### src/rtl/i2c_pkg.sv
// Shared types and constants for the I2C target register bank.
package i2c_pkg;

  typedef enum logic [2:0] {
    ST_IDLE,
    ST_ADDR,
    ST_ADDR_ACK,
    ST_WR_BYTE,
    ST_WR_ACK,
    ST_RD_BYTE,
    ST_RD_ACK
  } i2c_tgt_state_e;

  localparam logic I2C_ACK  = 1'b0;
  localparam logic I2C_NACK = 1'b1;

endpackage

### src/rtl/i2c_line_sync.sv
// Synchroniser and edge detector for one I2C line (SCL or SDA).
// Optional macro I2C_TGT_GLITCH_FILTER_EN adds a 3-sample majority filter
// after the 2-flop synchroniser (rejects 1-clk pulses, +2 clk latency).
module i2c_line_sync (
  input  logic clk,
  input  logic rst_n,
  input  logic line_in,
  output logic lvl,
  output logic rise,
  output logic fall
);

  logic sync_1;
  logic sync_2;
  logic lvl_d;
  logic lvl_prev;

  // Two-flop synchroniser; resets to the idle-high bus level so no false edges appear.
  always_ff @(posedge clk or negedge rst_n) begin
    if (!rst_n) begin
      sync_1 <= 1'b1;
      sync_2 <= 1'b1;
    end else begin
      sync_1 <= line_in;
      sync_2 <= sync_1;
    end
  end

`ifdef I2C_TGT_GLITCH_FILTER_EN
  logic [1:0] hist;
  logic       filt;

  // Majority of the current and two previous synced samples, registered.
  always_ff @(posedge clk or negedge rst_n) begin
    if (!rst_n) begin
      hist <= 2'b11;
      filt <= 1'b1;
    end else begin
      hist <= {hist[0], sync_2};
      filt <= (sync_2 & hist[0]) | (sync_2 & hist[1]) | (hist[0] & hist[1]);
    end
  end

  assign lvl_d = filt;
`else
  assign lvl_d = sync_2;
`endif

  // One-clock delayed copy of the cleaned level, used for edge detection.
  always_ff @(posedge clk or negedge rst_n) begin
    if (!rst_n) begin
      lvl_prev <= 1'b1;
    end else begin
      lvl_prev <= lvl_d;
    end
  end

  assign lvl  = lvl_d;
  assign rise = lvl_d & ~lvl_prev;
  assign fall = ~lvl_d & lvl_prev;

endmodule

### src/rtl/i2c_target_regs.sv
// I2C target with a byte-wide register bank, oversampling SCL/SDA on clk.
// SDA is driven open-drain through sda_oen_n; SCL is never driven.
// Optional macro I2C_TGT_GLITCH_FILTER_EN enables input glitch filtering
// inside i2c_line_sync.
module i2c_target_regs
  import i2c_pkg::*;
#(
  parameter logic [6:0] ADDR  = 7'h68,
  parameter int         NREGS = 8,
  localparam int        AW    = $clog2(NREGS)
) (
  input  logic              clk,
  input  logic              rst_n,
  input  logic              scl_in,
  input  logic              sda_in,
  output logic              sda_oen_n,
  input  logic              hw_we,
  input  logic [AW-1:0]     hw_addr,
  input  logic [7:0]        hw_data,
  output logic [8*NREGS-1:0] reg_q,
  output logic              wr_strobe,
  output logic [AW-1:0]     wr_addr,
  output logic              busy
);

  logic scl_lvl, scl_rise, scl_fall;
  logic sda_lvl, sda_rise, sda_fall;
  logic start_det, stop_det;

  i2c_tgt_state_e state;
  logic [2:0]     bit_cnt;
  logic           bit_full;
  logic [7:0]     shift;
  logic [7:0]     tx_byte;
  logic           rw;
  logic           first_byte;
  logic [AW-1:0]  ptr;
  logic [7:0]     bank [NREGS];

  i2c_line_sync u_scl_sync (
    .clk     (clk),
    .rst_n   (rst_n),
    .line_in (scl_in),
    .lvl     (scl_lvl),
    .rise    (scl_rise),
    .fall    (scl_fall)
  );

  i2c_line_sync u_sda_sync (
    .clk     (clk),
    .rst_n   (rst_n),
    .line_in (sda_in),
    .lvl     (sda_lvl),
    .rise    (sda_rise),
    .fall    (sda_fall)
  );

  assign start_det = sda_fall & scl_lvl;
  assign stop_det  = sda_rise & scl_lvl;

  // Protocol FSM plus register bank; I2C writes are placed after host writes so they win.
  always_ff @(posedge clk or negedge rst_n) begin
    if (!rst_n) begin
      state      <= ST_IDLE;
      bit_cnt    <= 3'd0;
      bit_full   <= 1'b0;
      shift      <= 8'h00;
      tx_byte    <= 8'h00;
      rw         <= 1'b0;
      first_byte <= 1'b0;
      ptr        <= '0;
      sda_oen_n  <= 1'b1;
      wr_strobe  <= 1'b0;
      wr_addr    <= '0;
      busy       <= 1'b0;
      for (int k = 0; k < NREGS; k++) bank[k] <= 8'h00;
    end else begin
      wr_strobe <= 1'b0;
      if (hw_we) bank[hw_addr] <= hw_data;

      if (start_det) begin
        state     <= ST_ADDR;
        bit_cnt   <= 3'd0;
        bit_full  <= 1'b0;
        sda_oen_n <= 1'b1;
      end else if (stop_det) begin
        state     <= ST_IDLE;
        sda_oen_n <= 1'b1;
        busy      <= 1'b0;
      end else begin
        case (state)
          ST_IDLE: begin
          end
          ST_ADDR: begin
            if (scl_rise) begin
              shift    <= {shift[6:0], sda_lvl};
              bit_cnt  <= bit_cnt + 3'd1;
              bit_full <= (bit_cnt == 3'd7);
            end else if (scl_fall && bit_full) begin
              bit_full <= 1'b0;
              if (shift[7:1] == ADDR) begin
                state     <= ST_ADDR_ACK;
                sda_oen_n <= I2C_ACK;
                busy      <= 1'b1;
                rw        <= shift[0];
              end else begin
                state     <= ST_IDLE;
                sda_oen_n <= 1'b1;
                busy      <= 1'b0;
              end
            end
          end
          ST_ADDR_ACK: begin
            if (scl_fall) begin
              bit_cnt  <= 3'd0;
              bit_full <= 1'b0;
              if (!rw) begin
                state      <= ST_WR_BYTE;
                first_byte <= 1'b1;
                sda_oen_n  <= 1'b1;
              end else begin
                state     <= ST_RD_BYTE;
                tx_byte   <= bank[ptr];
                sda_oen_n <= bank[ptr][7];
              end
            end
          end
          ST_WR_BYTE: begin
            if (scl_rise) begin
              shift    <= {shift[6:0], sda_lvl};
              bit_cnt  <= bit_cnt + 3'd1;
              bit_full <= (bit_cnt == 3'd7);
            end else if (scl_fall && bit_full) begin
              bit_full  <= 1'b0;
              sda_oen_n <= I2C_ACK;
              state     <= ST_WR_ACK;
              if (first_byte) begin
                ptr        <= shift[AW-1:0];
                first_byte <= 1'b0;
              end else begin
                bank[ptr] <= shift;
                wr_strobe <= 1'b1;
                wr_addr   <= ptr;
                ptr       <= ptr + AW'(1);
              end
            end
          end
          ST_WR_ACK: begin
            if (scl_fall) begin
              sda_oen_n <= 1'b1;
              state     <= ST_WR_BYTE;
              bit_cnt   <= 3'd0;
            end
          end
          ST_RD_BYTE: begin
            if (scl_rise) begin
              bit_cnt  <= bit_cnt + 3'd1;
              bit_full <= (bit_cnt == 3'd7);
            end else if (scl_fall) begin
              if (bit_full) begin
                bit_full  <= 1'b0;
                sda_oen_n <= 1'b1;
                state     <= ST_RD_ACK;
                ptr       <= ptr + AW'(1);
              end else begin
                sda_oen_n <= tx_byte[3'd7 - bit_cnt];
              end
            end
          end
          ST_RD_ACK: begin
            if (scl_rise) begin
              if (sda_lvl == I2C_ACK) begin
                state   <= ST_RD_BYTE;
                tx_byte <= bank[ptr];
                bit_cnt <= 3'd0;
              end else begin
                state     <= ST_IDLE;
                sda_oen_n <= 1'b1;
                busy      <= 1'b0;
              end
            end
          end
          default: state <= ST_IDLE;
        endcase
      end
    end
  end

  // Flatten the bank onto the reg_q bus, register k at bits [8k+7:8k].
  always_comb begin
    reg_q = '0;
    for (int k = 0; k < NREGS; k++) reg_q[8*k +: 8] = bank[k];
  end

endmodule

### config.mk
export PLATFORM = sky130hd
export DESIGN_NAME = i2c_target_regs
export DESIGN_NICKNAME = d
export VERILOG_FILES = /design/src/rtl/i2c_pkg.sv /design/src/rtl/i2c_line_sync.sv /design/src/rtl/i2c_target_regs.sv
export SDC_FILE = /design/constraint.sdc
export NUM_CORES = 1
export LEC_CHECK = 0
export ABC_AREA = 1
export CORE_ASPECT_RATIO = 0.8
export CORE_MARGIN = 2
export CORE_UTILIZATION = 45
export DETAILED_ROUTE_END_ITERATION = 6
export GPL_TIMING_DRIVEN = 1
export PLACE_DENSITY = 0.68
export SETUP_SLACK_MARGIN = 0.5
export SLEW_MARGIN = 40
export SYNTH_ARGS = -nofsm -noshare
export SYNTH_HDL_FRONTEND = slang
export SYNTH_SLANG_ARGS = --single-unit
### constraint.sdc
create_clock -name clk -period 4.15 [get_ports clk]
set_clock_uncertainty 0.2 [all_clocks]
set_input_delay 0.83 -clock clk [delete_from_list [all_inputs] [get_ports clk]]
set_output_delay 0.83 -clock clk [all_outputs]
set_load 0.1 [all_outputs]
==> results.md, run 1 <==
* Run status: completed
* IO Port Bufs at 85
* Unique cell type count in the Yosys netlist at 39
* Met1 Track Usage GR at 40.1%
* Worst hold margin at 0.157 ns
* Critical-path maximum fanout at 16
* Maximum operating frequency at 411 MHz
* Routing usage on met3 at 5.67%
* Tcrit/Tclk final at 58.6%
* Maximum number of pins on one net before global-route repair at 59
* Tightest Pin Transition at 0.660 ns
* Detailed-route wire length per cell at 18.2 um
* Routability Congestion at 0.969
* Required time of the critical path at 4.23 ns
* Total wire length at 18.7 mm
* Power Dens Cells at 564 nW/um^2
* Core ar. at 12900 sq um
* Leading post-synthesis cells by cell area: sky130_fd_sc_hd__dfrtp_1 41%, sky130_fd_sc_hd__nand2_1 14%, sky130_fd_sc_hd__o21ai_0 9.9%, sky130_fd_sc_hd__o21ai_1 4.2%, sky130_fd_sc_hd__inv_1 3.8%
* Number of vias in the routed layout at 5739
* Clock tree buffer depth at 2
* Unrepaired setup endpoints after global routing: no
* Ports placed on the boundary at 86
* CTS H-tree depth at 3
* Fraction of final layout cells with drive strength greater than 1 at 17.7%
* GR Util met2 at 40.6%
* GRT Residual Overflow at 0
* NumNets Final at 865
* Worst min-delay path category: reg2reg
* Worst-Skew Late Latency at 0.36 ns
* Count of inserted antenna diode cells at 0
* Area growth from synthesis to layout at 14.0%
* Synthesized instance count at 776
* Worst-case hold path end point: u_scl_sync.lvl
* Number of flops mapped to enable cells by yosys at 0
* Wire length of the first global-routing pass at 29.3 mm
* Critical Path End Type: flip-flop
* Top FF cell, synth: sky130_fd_sc_hd__dfrtp_1
* Worst setup path category: in2reg
* Post CTS Setup Buffer Count at 0
* Width of the die at 133 um
* Slack of the worst reg-to-reg path at 1.84 ns
* Post-CTS Resized at 0
* Average instance area after synthesis at 7.71 sq um
* # Max-Cap Violations at 0
* Floorplan die area at 14200 sq um
* Leakage power at 3.44 nW
* Final sum of negative setup slack at 0 ns
* Fraction of registers with async set or reset after synthesis at 100%
* Root buf cell: sky130_fd_sc_hd__clkbuf_16
* CTS clk-pin slew, worst paths at 0.07 ns
* Count of endpoints failing hold in the final timing report at 0
* FILL cells at 1240
* Hold-critical path depth at 0
* Final Util at 52.9%
* Yosys reg bits at 104
* Most Used Layer, Global Route: met2
* Total clock buffers created by CTS at 9
* Total half-perimeter wirelength after legalization and detailed placement at 13.6 mm
* Final routed DRC violation total at 0
* Post-CTS Hold Buffers at 0
* Number of clock sinks at 104
* Post-Synthesis Cell Area at 5990 sq um
* Shortest clock period the worst path allows after layout at 2.43 ns
* TritonCTS clock tree: yes
* Height of the die at 107 um
* FF-to-FF Start: ptr[0]
* Initial DRT Pass Iterations at 6
* Worst voltage drop across the vdd grid at 0.000358 V
* Fraction of post-synthesis cell area in the top cell type by area at 40.6%
* Reg2reg path depth at 6
* Number of global-route vias before repair at 5244
* Via-to-Cell Ratio at 5.59
* Number of antenna violations at the first check in global routing at 0
* Arrival time at the worst endpoint at 2.51 ns
* Setup Viol. Count Final at 0
* Cell type with the largest total area after synthesis: sky130_fd_sc_hd__dfrtp_1
* Standard-cell rows at 37
* Synth Net Count at 795
* Starting utilization of the core area at 46.3%
* Worst Setup Start Kind: primary input
* Slew HR at 55.9%
* Total number of yosys warnings at 0
* Gr usage total at 26.9%
* DRC violation total after the first TritonRoute iteration at 566
* Hold Startpoint: u_scl_sync.sync_1
* Antenna Nets Post-Route at 0
* Final-report max-slew violation count at 0
* Sequential share of the synthesized area at 43.6%
* Worst r2r dst: tx_byte[5]
sequential cells by signal (all words and copies together), names as in the netlist, 3 cells and up:
name and cells:
bit_cnt 3, ptr 3, reg_q 64, shift 8, state 3, tx_byte 8
wr_addr 3
power breakdown:
part / leakage [nW] / total, mW / switching, mW / internal, mW
Combinational: 2.00 / 1.69 / 1.39 / 0.295
Sequential: 1.31 / 1.34 / 0.165 / 1.17
Clock: 0.125 / 0.823 / 0.397 / 0.426
Total: 3.44 / 3.85 / 1.96 / 1.90
cells in the mapped netlist, drive strengths merged (2+ instances only):
| master | number |
|---|---|
| buf | 16 |
| inv | 66 |
| nand4 | 3 |
| clkbuf | 12 |
| nor2 | 67 |
| o22ai | 8 |
| o211ai | 4 |
| nor3 | 8 |
| nand3b | 3 |
| mux2 | 2 |
| o2111ai | 3 |
| a21oi | 16 |
| dfrtp | 97 |
| nand2 | 234 |
| o21a | 7 |
| nand3 | 29 |
| ha | 3 |
| o21ai | 186 |
| dfstp | 7 |
critical path, cell delays in order:
cell                              delay (ns)
sky130_fd_sc_hd__clkdlybuf4s50_1        0.48
sky130_fd_sc_hd__inv_1                  0.04
sky130_fd_sc_hd__nor2_1                 0.21
sky130_fd_sc_hd__nand3_1                0.45
sky130_fd_sc_hd__o21ai_0                0.34
sky130_fd_sc_hd__nand2_1                0.09
sky130_fd_sc_hd__o21ai_1                0.08
cells in the final DEF (no fill, tap or decap), types with 4 or more instances in the layout:
cell type                         instances
sky130_fd_sc_hd__a21oi_1                 16
sky130_fd_sc_hd__buf_2                   70
sky130_fd_sc_hd__clkbuf_16                9
sky130_fd_sc_hd__clkdlybuf4s50_1         14
sky130_fd_sc_hd__dfrtp_1                 97
sky130_fd_sc_hd__dfstp_2                  7
sky130_fd_sc_hd__inv_1                   61
sky130_fd_sc_hd__inv_2                    4
sky130_fd_sc_hd__nand2_1                221
sky130_fd_sc_hd__nand2_2                  4
sky130_fd_sc_hd__nand2_4                  9
sky130_fd_sc_hd__nand3_1                 25
sky130_fd_sc_hd__nor2_1                  57
sky130_fd_sc_hd__nor2_4                   5
sky130_fd_sc_hd__nor3_1                   4
sky130_fd_sc_hd__nor3_4                   4
sky130_fd_sc_hd__o211ai_1                 4
sky130_fd_sc_hd__o21a_1                   7
sky130_fd_sc_hd__o21ai_0                119
sky130_fd_sc_hd__o21ai_1                 50
sky130_fd_sc_hd__o21ai_2                 17
sky130_fd_sc_hd__o22ai_1                  8
layer usage:
metal | part of all wire (%) | vias up
li1 | - | 2712
met1 | 46 | 2748
met2 | 43 | 260
met3 | 9.7 | 19
met4 | 1.1 | 0
met5 | 0 | -
worst max path at each step:
stage / startpoint / to / slack (ns) / cells after the start
after detailed placement: hw_addr[1] / reg_q[57] / 1.36 / 6
after global placement: hw_addr[1] / reg_q[56] / 1.44 / 6
after floorplan: hw_we / reg_q[50] / 2.15 / 8
after global routing: hw_we / reg_q[48] / 1.55 / 7
after CTS: hw_addr[1] / reg_q[57] / 1.73 / 6
final: hw_we / reg_q[52] / 1.72 / 7
area by class of cell:
class / instances / area, sq um / area share, %
flip-flops and latches: 104 / 2610 / 38.3
multi-input cells: 577 / 2930 / 43.0
well taps: 175 / 219 / 3.21
inverters: 67 / 259 / 3.79
clock buffers: 12 / 246 / 3.61
clock inverters: 4 / 31.3 / 0.458
repair buffers: 87 / 526 / 7.70
kinds of logic after synthesis:
group / share of synthesized area (%)
and+or+nand+nor: 26.9
adders and majority gates: 0.627
xor gates and xnor gates: 0.146
AOI/OAI and AO/OA: 20.9
buffers and inverters: 7.46
muxes: 0.376
DFF: 43.6
per-stage QoR:
stage          std cells  setup WS (ns)  cell area (sq um)  total power, mW
2_1_floorplan        776           2.15               5990             2.68
3_3_place_gp        1010           1.44               6890             3.14
3_5_place_dp        1010           1.36               6540             3.04
4_1_cts             1026           1.73               6820             3.85
5_1_grt             1026           1.55               6830             4.01
6_report            1026           1.72               6830             3.85
(Power assumes the default switching activity.)
==> run 2, diff against run 1 <==
- PLACE_DENSITY: 0.68 -> 0.71
- clock period: 4.15 -> 2.03 ns (I/O delays scaled with it)
==> results.md, run 2 (synthesis gave the netlist of run 1 again) <==
* Run status: finished, violations left
* Failing checks: DRC, setup timing
* Worst slack, placed at -0.0701 ns (-1.43 ns)
* Fraction of final layout cells with drive strength greater than 1 at 47.3% (+30 points)
* # Max-Cap Violations at 0 (unchanged)
* Top layer used by detailed routing: met4
* Worst-Skew Late Latency at 0.36 ns (about the same)
* CTS H-tree depth at 3 (unchanged)
* Tightest Pin Transition at 0.615 ns (-0.0452 ns)
* Routed wl met2 at 11.1 mm (+37%)
* Power Dens Cells at 988 nW/um^2 (+75%)
* Leakage power at 4.54 nW (+32%)
* Final sum of negative setup slack at -0.152 ns (-0.152 ns)
* Antenna Nets Post-Route at 0 (unchanged)
* Unrepaired setup endpoints after global routing: yes
* Via-to-Cell Ratio at 6.08 (+8.7%)
* Detailed-routed wire length on met3 at 2.84 mm (+56%)
* Largest register FFs at 64 (unchanged)
* Floorplan die area at 14200 sq um (unchanged)
* Final-report max-slew violation count at 0 (unchanged)
* Area growth from synthesis to layout at 68.9%
* Gr usage total at 32.0% (+5.2 points)
* Standard-cell rows at 37 (unchanged)
* Setup Viol. Count Final at 1 (+1)
* Detailed-route wire length per cell at 21.1 um (+16%)
* Arrival time at the worst endpoint at 2.26 ns (-0.25 ns)
* Final routed DRC violation total at 3 (+3)
* Most common cell after layout, fill and taps aside: sky130_fd_sc_hd__nand2_1
* Width of the die at 133 um (unchanged)
* IO Port Bufs at 85 (unchanged)
* Core ar. at 12900 sq um (unchanged)
* Required time of the critical path at 2.11 ns (-2.12 ns)
* Slew HR at 58.6% (+2.6 points)
* FILL cells at 723 (-42%)
* Number of vias in the routed layout at 7143 (+24%)
* Critical-path maximum fanout at 16 (unchanged)
* Area of combinational cells with multiple inputs at 3790 sq um (+29%)
* Maximum operating frequency at 458 MHz
* Number of antenna violations at the first check in global routing at 0 (unchanged)
* Final setup margin at -0.152 ns (-1.87 ns)
* TritonCTS clock tree: yes
* Number of global-route vias before repair at 6468 (+23%)
* Maximum number of pins on one net before global-route repair at 38 (-36%)
* NumNets Final at 1014 (+17%)
* Height of the die at 107 um (unchanged)
* Count of inserted antenna diode cells at 0 (unchanged)
* Root buf cell: sky130_fd_sc_hd__clkbuf_16
* Worst setup path category: in2reg
* Footprint of the flip-flops and latches at 2660 sq um (+1.9%)
* Shortest clock period the worst path allows after layout at 2.18 ns
* Tcrit/Tclk final at 107%
* Count of endpoints failing hold in the final timing report at 0 (unchanged)
* CTS clk-pin slew, worst paths at 0.07 ns (about the same)
* Wire length of the first global-routing pass at 34.8 mm (+19%)
* Total routed wire length on the met1 layer at 9.30 mm (+8.7%)
* Total clock buffers created by CTS at 9 (unchanged)
* DRC violation total after the first TritonRoute iteration at 1114 (+97%)
* Total half-perimeter wirelength after legalization and detailed placement at 13.7 mm (+0.97%)
* Top library cells by usage in the layout, fill and taps aside: 138 x sky130_fd_sc_hd__nand2_1, 111 x sky130_fd_sc_hd__buf_4, 99 x sky130_fd_sc_hd__o21ai_0
* Number of clock sinks at 104 (unchanged)
* Initial DRT Pass Iterations at 7 (+1)
* Ports placed on the boundary at 86 (unchanged)
* Worst voltage drop across the vdd grid at 0.000807 V (+130%)
* Starting utilization of the core area at 46.3% (unchanged)
* Routability Congestion at 0.930 (-4.0%)
* GRT Residual Overflow at 0 (unchanged)
* Total wire length at 24.7 mm (+32%)
* Clock tree buffer depth at 2 (unchanged)
* Worst min-delay path category: reg2reg
* Worst Setup Start Kind: primary input
* Critical Path End Type: flip-flop
==> run 2: cell count changes in the layout (fill, tap and decap cells not counted), moves of 30 or more <==
cell                      before  now
sky130_fd_sc_hd__buf_2        70    0
sky130_fd_sc_hd__dfrtp_1      97   58
sky130_fd_sc_hd__nand2_2       4   53
sky130_fd_sc_hd__buf_12        1   82
sky130_fd_sc_hd__nand2_4       9   39
sky130_fd_sc_hd__buf_4         2  111
sky130_fd_sc_hd__dfrtp_2       0   39
sky130_fd_sc_hd__nand2_1     221  138
==> run 2: layout make-up <==
cell class	instances	area share (%)
clock buffers	12	2.44
repair buffers	227	28.3
multi-input cells	586	37.5
clock inverters	4	0.532
well taps	175	2.17
flip-flops and latches	104	26.3
inverters	67	2.74
==> run 2: timing repair <==
action,CTS,global route
buffers inserted,81,20
pin swaps,22,35
setup endpoints to repair,165,170
hold buffers,1,0
gates cloned,8,3
gates resized for setup,96,161
endpoints found under the hold margin,30,0
==> run 2: critical path, stage by stage <==
cell and delay [ns]:
sky130_fd_sc_hd__clkdlybuf4s50_1 0.47, sky130_fd_sc_hd__inv_1 0.04, sky130_fd_sc_hd__nor2_1 0.30, sky130_fd_sc_hd__nand2_1 0.12
sky130_fd_sc_hd__buf_4 0.21, sky130_fd_sc_hd__o21ai_0 0.51, sky130_fd_sc_hd__nand2_4 0.11, sky130_fd_sc_hd__o21ai_2 0.08
==> run 2: routing by layer <==
layer | global-route usage (%) | up-vias
li1 | - | 3028
met1 | 42.5 | 3402
met2 | 50.3 | 558
met3 | 8.09 | 155
met4 | 13.2 | 0
met5 | 0 | -
==> run 2: worst paths after layout <==
| check | from | to | slack [ns] | cells after the start |
|---|---|---|---|---|
| max in group asynchronous | rst_n | reg_q[36] | 0.73 | 3 |
| min in group asynchronous | rst_n | reg_q[61] | 0.32 | 2 |
| min | u_scl_sync.sync_1 | u_scl_sync.lvl | 0.16 | 0 |
| max | hw_we | reg_q[20] | -0.15 | 8 |
| min reg2reg | u_scl_sync.sync_1 | u_scl_sync.lvl | 0.16 | 0 |
| max reg2reg | u_sda_sync.lvl | reg_q[1] | 0.01 | 8 |
==> run 2: report_power, final <==
group / internal (mW) / total [mW] / switching, mW / leakage, nW
clock network: 0.994 / 1.79 / 0.799 / 0.139
registers: 2.43 / 2.88 / 0.451 / 1.26
logic: 1.98 / 5.32 / 3.33 / 3.14
total: 5.41 / 9.99 / 4.58 / 4.54
==> run 2: per-stage QoR <==
step                      area (sq um)  instances  utilization (%)  hold slack (ns)  total power, mW
final                            10100       1175             78.3            0.155             9.99
after global routing             10100       1175             78.3            0.160             10.3
after CTS                         9360       1152             72.4            0.157             9.52
after detailed placement          7940       1046             61.4            0.147             7.30
after global placement            7940       1046             61.4            0.146             7.26
after floorplan                   6040        776                -          -0.0896             5.50
